File: config.mk
export PLATFORM = sky130hd
export DESIGN_NAME = mtsp_pc_sequencer
export DESIGN_NICKNAME = d
export VERILOG_FILES = /design/src/rtl/mtsp_pc_sequencer.sv
export SDC_FILE = /design/constraint.sdc
export NUM_CORES = 1
export LEC_CHECK = 0
export BUFFER_PORTS_ARGS = -buffer_cell sky130_fd_sc_hd__buf_2
export CORE_ASPECT_RATIO = 1.25
export CORE_UTILIZATION = 50
export CTS_CLUSTER_DIAMETER = 200
export DETAILED_ROUTE_END_ITERATION = 16
export PLACE_DENSITY = 0.77
export SETUP_SLACK_MARGIN = 0.1
export SLEW_MARGIN = 10
export SYNTH_ARGS = -nofsm -noshare
export SYNTH_HDL_FRONTEND = slang
export SYNTH_SLANG_ARGS = --single-unit
File: constraint.sdc
create_clock -name CLK -period 2.5 [get_ports CLK]
set_input_delay 0.125 -clock CLK [delete_from_list [all_inputs] [get_ports CLK]]
set_output_delay 0.125 -clock CLK [all_outputs]
set_load 0.02 [all_outputs]
File: src/rtl/mtsp_pc_sequencer.sv
// mtsp_pc_sequencer
//   Per-thread program-counter owner and fetch issuer for the Meitner core.
//   It consumes branch resolutions and external thread commands, and it
//   issues one fetch request per cycle. Requests go round-robin across the
//   threads that are running and have no instruction in flight.
//
// Optional build macro: MTSP_PC_ERR_EN
//   When defined, ERR is a sticky protocol-error flag that clears only on RST.
//   When undefined, ERR is tied low. The datapath behaves the same either way.
//
// Ports
//   CLK          main clock
//   RST          synchronous active-high reset
//   RES_nEN      resolution/command valid (active low)
//   RES_EXT      1 = external thread command, 0 = pipeline resolution
//   RES_TID      target thread
//   RES_BO       branch op: 0 JMP, 1 ALL, 2 END, 3 SEQ (4..15 act as SEQ)
//   RES_PC       next-PC value
//   FETCH_VALID  fetch request valid (registered slot)
//   FETCH_READY  fetch accepted
//   FETCH_TID    thread of the request
//   FETCH_PC     PC of the request
//   THREAD_RUN   registered per-thread run flags
//   ERR          sticky protocol error
module mtsp_pc_sequencer #(
  parameter int THREAD_COUNT = 4,
  parameter int TID_W        = $clog2(THREAD_COUNT),
  parameter int PC_W         = 16
) (
  input  logic                    CLK,
  input  logic                    RST,
  input  logic                    RES_nEN,
  input  logic                    RES_EXT,
  input  logic [TID_W-1:0]        RES_TID,
  input  logic [3:0]              RES_BO,
  input  logic [PC_W-1:0]         RES_PC,
  output logic                    FETCH_VALID,
  input  logic                    FETCH_READY,
  output logic [TID_W-1:0]        FETCH_TID,
  output logic [PC_W-1:0]         FETCH_PC,
  output logic [THREAD_COUNT-1:0] THREAD_RUN,
  output logic                    ERR
);

  localparam logic [3:0] BO_JMP = 4'd0;
  localparam logic [3:0] BO_ALL = 4'd1;
  localparam logic [3:0] BO_END = 4'd2;
  localparam logic [3:0] BO_SEQ = 4'd3;

  logic [PC_W-1:0]         pc_q [THREAD_COUNT];
  logic [PC_W-1:0]         pc_d [THREAD_COUNT];
  logic [THREAD_COUNT-1:0] run_q, run_d;
  logic [THREAD_COUNT-1:0] pend_q, pend_d;
  logic                    fv_q, fv_d;
  logic [TID_W-1:0]        ftid_q, ftid_d;
  logic [PC_W-1:0]         fpc_q, fpc_d;
  logic [TID_W-1:0]        ptr_q, ptr_d;

  logic                    res_vld;
  logic [THREAD_COUNT-1:0] elig;
  logic                    slot_free;
  logic                    found;
  logic [TID_W-1:0]        sel;

  assign res_vld   = ~RES_nEN;
  // Eligibility is taken from registered state, so a thread released by a
  // resolution becomes selectable one cycle later.
  assign elig      = run_q & ~pend_q;
  assign slot_free = ~fv_q | FETCH_READY;

  // First eligible thread at or after the round-robin pointer; the index
  // wraps naturally because THREAD_COUNT is a power of two.
  always_comb begin : pick
    logic [TID_W-1:0] idx;
    found = 1'b0;
    sel   = '0;
    idx   = '0;
    for (int i = 0; i < THREAD_COUNT; i++) begin
      idx = ptr_q + TID_W'(i);
      if (!found && elig[idx]) begin
        found = 1'b1;
        sel   = idx;
      end
    end
  end

  always_comb begin
    pc_d   = pc_q;
    run_d  = run_q;
    pend_d = pend_q;
    fv_d   = fv_q;
    ftid_d = ftid_q;
    fpc_d  = fpc_q;
    ptr_d  = ptr_q;

    if (res_vld) begin
      if (!RES_EXT) begin
        // A resolution for a non-pending thread is dropped entirely.
        if (pend_q[RES_TID]) begin
          pend_d[RES_TID] = 1'b0;
          // A thread killed externally only absorbs its stale resolution.
          if (run_q[RES_TID]) begin
            if (RES_BO == BO_ALL) begin
              for (int i = 0; i < THREAD_COUNT; i++) pc_d[i] = RES_PC;
              run_d = '1;
            end else if (RES_BO == BO_JMP) begin
              pc_d[RES_TID] = RES_PC;
            end else if (RES_BO == BO_END) begin
              run_d[RES_TID] = 1'b0;
            end else begin
              // SEQ and every undefined op code
              pc_d[RES_TID] = RES_PC + 1'b1;
            end
          end
        end
      end else begin
        if (RES_BO == BO_ALL) begin
          for (int i = 0; i < THREAD_COUNT; i++) pc_d[i] = RES_PC;
          run_d = '1;
        end else if (RES_BO == BO_JMP) begin
          if (!run_q[RES_TID]) begin
            pc_d[RES_TID]  = RES_PC;
            run_d[RES_TID] = 1'b1;
          end
        end else if (RES_BO == BO_END) begin
          // PENDING stays set so the in-flight resolution is absorbed later.
          run_d[RES_TID] = 1'b0;
        end
      end
    end

    // The selected thread was not pending, so no resolution above touched
    // its PENDING bit and setting it here cannot collide.
    if (slot_free) begin
      fv_d = found;
      if (found) begin
        ftid_d       = sel;
        fpc_d        = pc_q[sel];
        pend_d[sel]  = 1'b1;
        ptr_d        = sel + 1'b1;
      end
    end
  end

  always_ff @(posedge CLK) begin
    if (RST) begin
      for (int i = 0; i < THREAD_COUNT; i++) pc_q[i] <= '0;
      run_q  <= '0;
      pend_q <= '0;
      fv_q   <= 1'b0;
      ftid_q <= '0;
      fpc_q  <= '0;
      ptr_q  <= '0;
    end else begin
      pc_q   <= pc_d;
      run_q  <= run_d;
      pend_q <= pend_d;
      fv_q   <= fv_d;
      ftid_q <= ftid_d;
      fpc_q  <= fpc_d;
      ptr_q  <= ptr_d;
    end
  end

  assign FETCH_VALID = fv_q;
  assign FETCH_TID   = ftid_q;
  assign FETCH_PC    = fpc_q;
  assign THREAD_RUN  = run_q;

`ifdef MTSP_PC_ERR_EN
  logic err_q, err_d;
  logic op_undef;
  logic err_set;

  assign op_undef = (RES_BO[3:2] != 2'b00);
  assign err_set  = res_vld & (op_undef
                             | (~RES_EXT & ~pend_q[RES_TID])
                             | (RES_EXT & (RES_BO == BO_SEQ)));

  always_comb err_d = err_q | err_set;

  always_ff @(posedge CLK) begin
    if (RST) err_q <= 1'b0;
    else     err_q <= err_d;
  end

  assign ERR = err_q;
`else
  assign ERR = 1'b0;
`endif

endmodule
==> key figures, run 1 <==
GRT
  • Initial antenna violation count: 0
  • Total grt overflow: 0
  • First-pass GRT wire length: between 30,000 and 40,000 um
  • Largest net degree at the start of global routing: 46
  • Number of global-route vias before repair: roughly 5,800
  • Tot GR Track Use: between 30% and 40%

Cells and area
  • Commonest non-fill, non-tap cell in the layout: nor2_1
  • Register area: between 1500 and 2000 sq um
  • Most frequent cells in the layout: nor2_1, dfxtp_1, nand2_1
  • Layout cell share with drive strength beyond 1: between 10% and 20%
  • Final Cell Area: about 6700 sq um
  • Area of the multi-input gates: 3710 sq um
  • Diode count: 0
  • Layout filler cell count: roughly 1,100
  • Total Nets Final: 808
  • Area grow syn2layout: 12.7%

Hold path
  • Hold Crit Class: primary input to flip-flop

STA
  • Setup TNS: 0 ns
  • Unrepaired setup endpoints after global routing: false
  • Period utilization: ~93%
  • Final Hold Viols: 0
  • Setup Skew: roughly 0.011 ns
  • Final number of setup-violating endpoints: 0
  • Fin crit period: between 2 and 2.5 ns
  • Hold WS: roughly 0.12 ns
  • Final Max Tran Viols: 0
  • Measured slew at the worst slew-check pin: around 0.63 ns
  • Fmax: ~0.43 GHz
  • Slew headroom: ~58%

Flow run
  • Max-Cap Viols: 0

Power
  • Worst VDD drop: 0.315 mV
  • Power per cell area: between 500 and 600 nW/um^2
  • Leak: 0.00253 uW

Synthesis
  • Synth Cell Area: between 5000 and 6000 sq um
  • Synth Net Count: between 700 and 800
  • Mapped Cells: 747
  • Mean Syn Cell Area: between 7 and 8 sq um
  • Yosys warns: 0
  • Post-synthesis sequential area ratio: roughly a third
  • Post-synthesis register bit count: just over 90
  • Post-synth EDFFs: 0
  • Dominant synthesized flop cell: dfxtp_1
  • Yosys cell types: 76
  • Asr flop ratio synth: 0%

Worst setup path
  • CP Launch Type: flip-flop
  • Crit-path max FO: 13
  • CP cell instances: mux4_1 > nand3b_1 > nand4_4 > a21oi_4 > o221ai_1 > a21oi_1
  • Worst stage delay on the critical path: 0.56 ns
  • CP max stage cell: mux4_1
  • CP Capture Type: flip-flop
  • Buffers & Inverters on Critical Path: 0
  • Worst EP required: ~2.8 ns
  • Worst path top cell family by delay: compound AO/OA/AOI/OAI gates
  • Crit path arrival time: between 2 and 3 ns
  • CP Class: flip-flop to flip-flop

CTS
  • Root buffer cell: clkbuf_16
  • Clock slew at reported path FFs: about 0.070 ns
  • Clock tree buffer depth: 2
  • Clk Latency, worst-skew pair: between 0.3 and 0.4 ns
  • Postcts setup bufs: 0
  • CTS Buf Count: 9
  • Cts repair resizes: 0
  • H-tree depth: 3
  • Sink Count: 93
  • Post-cts hold buffer count: 0
  • CTS tree: done

Routing
  • WL per Instance: ~22 um
  • First-pass iteration count of the detailed router: 6
  • Total Wirelength: a little over 20,000 um
  • Avg Vias per Cell: 6.71
  • Iteration-0 DRC count of the detailed router: just over 700
  • Via count of the routed design: 6,192
  • # DRC: 0
  • Final ANT Viol Nets: 0

Floorplanning
  • Die area: approximately 12,000 sq um
  • Num rows: 44
  • Ports: just over 50
  • Initial Utilization: around half
  • Die Wd: slightly below 100 um
  • Total core area: about 12,000 sq um
  • Die height: ~120 um

Place
  • # port buffers: slightly below 50
  • DP Area: approximately 6300 sq um
  • Routability cong.: between 1 and 1.5
  • Post-DP HPWL: roughly 14,000 um

Outcome
  • Status: finished, final reports clean
-- worst paths after layout --
check / slack, ns / cells past startpoint / from / endpoint
worst max-delay path: 0.16 / 6 / THREAD_RUN[2] / pc_q[51]
worst min-delay path: 0.12 / 4 / FETCH_READY / FETCH_VALID
worst max register to register: 0.16 / 6 / THREAD_RUN[2] / pc_q[51]
worst min register to register: 0.46 / 2 / FETCH_PC[13] / FETCH_PC[13]
-- cell families (layout without fill, tap and decap cells) --
| logic type | after synthesis | count (layout) | synth area share [%] |
|---|---|---|---|
| AND/OR/NAND/NOR | 300 | 300 | 25.5 |
| other | 1 | 1 | 0.0634 |
| AO/OA/AOI/OAI | 221 | 221 | 25.8 |
| adder cells (fa/ha/maj) | 1 | 1 | 0.211 |
| XOR/XNOR | 4 | 4 | 0.592 |
| flip-flops | 93 | 93 | 31.5 |
| buffers and inverters | 68 | 106 | 5.90 |
| multiplexers | 59 | 59 | 10.5 |
-- flip-flops by register name (all words and copies together) (netlist names) --
signal       cells
FETCH_PC        16
FETCH_TID        2
FETCH_VALID      1
THREAD_RUN       4
pc_q            64
pend_q           4
ptr_q            2
-- worst reg2reg max path, delay by kind of cell, from the launching register on --
family	cells	cell delay, ns
AO/OA/AOI/OAI	3	0.91
multiplexers	1	0.56
AND/OR/NAND/NOR	2	0.43
flip-flops	1	0.36
-- routing by layer --
layer | routed length, um | track usage (%) | part of all wire [%]
met3 | 1700 | 4.21 | 8.2
met1 | 8300 | 44.1 | 40
met5 | 0 | 0 | 0
met2 | 9670 | 56.1 | 47
met4 | 929 | 17.4 | 4.5
-- synthesized netlist by cell type, drive strengths merged (2+ instances only) --
cell type | n | area [sq um]
a22o | 4 | 35.0
nand2b | 10 | 62.6
a311oi | 2 | 17.5
nand2 | 80 | 334
clkbuf | 37 | 139
a2bb2oi | 8 | 70.1
a22oi | 13 | 97.6
o2bb2ai | 2 | 17.5
a211oi | 11 | 87.6
a32o | 2 | 20.0
o22ai | 17 | 106
nand3b | 8 | 60.1
o21ai | 58 | 328
nor2b | 12 | 75.1
or2 | 3 | 18.8
nor4b | 4 | 35.0
xor2 | 3 | 26.3
and3 | 6 | 37.5
a221o | 3 | 30.0
o221ai | 21 | 196
mux4 | 2 | 48.8
nor4 | 8 | 71.3
a21boi | 5 | 37.5
nand4 | 8 | 71.3
a221oi | 4 | 41.3
dfxtp | 93 | 1860
a21o | 3 | 22.5
a31oi | 4 | 25.0
buf | 27 | 195
a21oi | 53 | 303
and2 | 4 | 25.0
or3 | 9 | 56.3
mux2i | 57 | 571
o211ai | 4 | 30.0
o31ai | 2 | 15.0
nand4b | 2 | 17.5
nor2 | 96 | 360
and4 | 2 | 20.0
inv | 4 | 15.0
nand3 | 12 | 60.1
nor3 | 30 | 155
-- where the power goes --
part	total, uW	internal, uW	leakage, uW	switching [uW]
combinational	573	190	0.00160	383
sequential	1530	1510	0.000751	22.4
clock	1630	1010	0.000173	620
-- final cells by class --
cell class              count  share of cell area, %
clock buffers              10                   3.58
clock inverters             6                   1.63
inverters                   4                  0.225
multi-input cells         586                   55.7
flip-flops and latches     93                   27.9
well taps                 138                   2.59
repair buffers             86                   8.40
-- per-stage QoR --
| stage | total power [uW] | utilization (%) | instances | setup slack [ns] |
|---|---|---|---|---|
| after global routing | 3830 | 57.7 | 923 | 0.109 |
| after global placement | 2110 | 54.7 | 907 | 0.293 |
| after floorplan | 1940 | - | 747 | 0.488 |
| after detailed placement | 2120 | 54.7 | 907 | 0.185 |
| final | 3730 | 57.7 | 923 | 0.164 |
| after CTS | 3710 | 57.7 | 923 | 0.192 |
Note: power is estimated with default switching activity, not from simulation.
==> run 2: changes to the inputs <==
- ABC_AREA: not set -> 1
- PLACE_DENSITY: 0.77 -> 0.76
==> key figures, run 2 <==
Routing
  • Iteration-0 DRC count of the detailed router: 983 (+36%)
  • First-pass iteration count of the detailed router: 6 (unchanged)
  • WL per Instance: 18.5 um (-17%)
  • Avg Vias per Cell: 6.07 (-9.5%)
  • Total Wirelength: 24,600 um (+20%)
  • Final ANT Viol Nets: 0 (unchanged)
  • # DRC: 0 (unchanged)
  • Via count of the routed design: 8,078 (+30%)

Cells and area
  • Area of the multi-input gates: 4180 sq um (+13%)
  • Diode count: 0 (unchanged)
  • Register area: 1860 sq um (+0.13%)
  • Layout filler cell count: 1,315 (+22%)
  • Max reg flops: 64 (unchanged)
  • Reg with most FFs: pc_q
  • Total Nets Final: 1,186 (+47%)
  • Most frequent cells in the layout: nand2_1, nand3_1, nor2_1
  • Area grow syn2layout: 12.0%
  • Final Cell Area: 7520 sq um (+13%)
  • Commonest non-fill, non-tap cell in the layout: nand2_1
  • Layout cell share with drive strength beyond 1: 11.1% (-6.2 points)

Floorplanning
  • Ports: 51 (unchanged)
  • Die area: 13,900 sq um (+13%)
  • Die height: 132 um (+6.4%)
  • Num rows: 46 (+4.5%)
  • Initial Utilization: 52.1% (+0.87 points)
  • Total core area: 12,900 sq um (+12%)
  • Die Wd: 106 um (+6.4%)

Power
  • Switching share of power: 43.7% (+16 points)
  • Reg power frac: 28.9% (-12 points)
  • Leak: 0.00326 uW (+29%)
  • Comb power frac: 47.2% (+32 points)
  • Worst VDD drop: 0.590 mV (+88%)
  • Internal power: 3480 uW (+29%)
  • Power per cell area: 821 nW/um^2 (+47%)
  • Clock Power Share: 23.9% (-20 points)
  • Switching pwr: 2690 uW (+160%)

GRT
  • First-pass GRT wire length: 38,400 um (+21%)
  • Largest net degree at the start of global routing: 64 (+39%)
  • Total grt overflow: 0 (unchanged)
  • Initial antenna violation count: 0 (unchanged)
  • Tot GR Track Use: 35.5% (+1.4 points)
  • Number of global-route vias before repair: 7,284 (+26%)

CTS
  • Clock slew at reported path FFs: 0.07 ns (about the same)
  • Clk Latency, worst-skew pair: 0.36 ns (about the same)
  • CTS Buf Count: 9 (unchanged)
  • Sink Count: 93 (unchanged)
  • CTS tree: done
  • Root buffer cell: clkbuf_16
  • H-tree depth: 3 (unchanged)
  • Clock tree buffer depth: 2 (unchanged)

Worst setup path
  • R2r setup slk: 0.30 ns (+0.13 ns)
  • R2R Path End: pc_q[0]
  • RR Startpoint: THREAD_RUN[0]
  • CP Capture Type: flip-flop
  • Worst r2r path cells: 9 (+3)
  • CP Launch Type: flip-flop
  • Worst EP required: 2.79 ns (+0.03 ns)
  • Crit-path max FO: 13 (unchanged)
  • CP Class: flip-flop to flip-flop
  • Crit path arrival time: 2.50 ns (-0.10 ns)

STA
  • Fmax: 0.454 GHz (+6.0%)
  • Setup TNS: 0 ns (unchanged)
  • Final number of setup-violating endpoints: 0 (unchanged)
  • Fin crit period: 2.20 ns (-0.132 ns)
  • Period utilization: 88.2% (-5.3 points)
  • Measured slew at the worst slew-check pin: 0.820 ns (+0.193 ns)
  • Final Max Tran Viols: 0 (unchanged)
  • Slew headroom: 45.1% (-13 points)
  • Setup Skew: 0.00619 ns (-0.00468 ns)
  • Unrepaired setup endpoints after global routing: false
  • Final Hold Viols: 0 (unchanged)

Synthesis
  • Synth Net Count: 1,156 (+49%)
  • Dominant cells by area after synthesis: dfxtp_1, nand2_1, nand3_1
  • Dominant cell type by area after synthesis: dfxtp_1
  • Mapped Cells: 1,128 (+51%)
  • Yosys cell types: 35 (-54%)
  • Asr flop ratio synth: 0% (unchanged)
  • Synth Cell Area: 6710 sq um (+13%)
  • Post-synth EDFFs: 0 (unchanged)
  • Most frequent cell after synthesis: nand2_1
  • Post-synth top cells: nand2_1, nand3_1, nor2_1
  • Yosys warns: 0 (unchanged)
  • Post-synthesis sequential area ratio: 27.7% (-3.7 points)
  • Dominant synthesized flop cell: dfxtp_1
  • Mean Syn Cell Area: 5.95 sq um (-25%)
  • Post-synthesis register bit count: 93 (unchanged)
  • Post-synth top area share: 27.7% (-3.7 points)

Outcome
  • Status: finished, final reports clean

Hold path
  • Hold Crit Class: primary input to flip-flop
  • Hold Crit Depth: 4 (unchanged)
  • WHS Endpoint: FETCH_VALID
  • Hold_sp: FETCH_READY

Place
  • Routability cong.: 0.938 (-7.6%)
  • # port buffers: 49 (unchanged)
  • DP Area: 7170 sq um (+13%)
  • Post-DP HPWL: 16,600 um (+16%)

Flow run
  • Max-Cap Viols: 0 (unchanged)
## run 2: final cells by class
type                       instances  area share [%]
tap                              168            2.80
inverter                          97            4.84
clock inverter                     3           0.566
sequential                        93            24.8
multi-input combinational        867            55.7
clock buffer                      13            3.60
timing repair buffer              90            7.74
## run 2: cell families (layout without fill, tap and decap cells)
logic type / after synthesis / in the layout / synth area share (%)
AO/OA/AOI/OAI: 277 / 277 / 23.4
XOR/XNOR: 8 / 8 / 1.04
adder cells (fa/ha/maj): 1 / 1 / 0.186
buffers and inverters: 168 / 203 / 10.0
flip-flops: 93 / 93 / 27.7
multiplexers: 12 / 12 / 1.79
other: 1 / 1 / 0.0559
AND/OR/NAND/NOR: 568 / 568 / 35.7
## run 2: worst max path at each step
stage	end	startpoint	slack (ns)	cells after the start
final	pc_q[0]	THREAD_RUN[0]	0.30	9
after global routing	FETCH_PC[13]	ptr_q[0]	0.13	12
after CTS	FETCH_PC[5]	ptr_q[0]	0.15	15
after detailed placement	FETCH_PC[5]	ptr_q[0]	0.17	15
after global placement	FETCH_PC[5]	ptr_q[0]	0.18	15
after floorplan	FETCH_PC[0]	ptr_q[0]	0.63	13
## run 2: power groups by stage
stage	registers [uW]	logic, uW	clock network (uW)
after global placement	1800	2700	0
after global routing	1790	3170	1550
after CTS	1770	2730	1480
after floorplan	1860	1810	0
final	1780	2910	1480
after detailed placement	1800	2720	0
## run 2: per-layer routing
metal | GRT usage [%] | wire [um]
met5 | 0 | 0
met3 | 8.38 | 2730
met1 | 43.5 | 9370
met2 | 55.8 | 11000
met4 | 21.8 | 1530
## run 2: worst max-delay path: stages (launching register included)
cell and delay (ns):
dfxtp_1 0.36, nand2_1 0.09, nand4_1 0.17, o21ai_1 0.16, nand2_1 0.10, a21oi_4 0.26
nand2_1 0.33, inv_2 0.37, o21ai_0 0.16, a21oi_1 0.13
## run 2: metrics by stage
step | setup WS, ns | cells | util, % | hold slack (ns) | total power, uW
floorplan | 0.632 | 1128 | - | 0.370 | 3680
finish | 0.295 | 1331 | 58.3 | 0.122 | 6170
detailed placement | 0.172 | 1311 | 55.6 | 0.467 | 4520
global placement | 0.180 | 1311 | 55.6 | 0.465 | 4500
CTS | 0.152 | 1327 | 58.0 | 0.120 | 5980
global route | 0.133 | 1331 | 58.3 | 0.152 | 6520
## run 2: timing repair
action / 4_1_cts / 5_1_grt
hold buffers: 0 / 0
resized for setup: 0 / 4
setup buffers: 0 / 4
endpoints found under the setup margin: 0 / 21
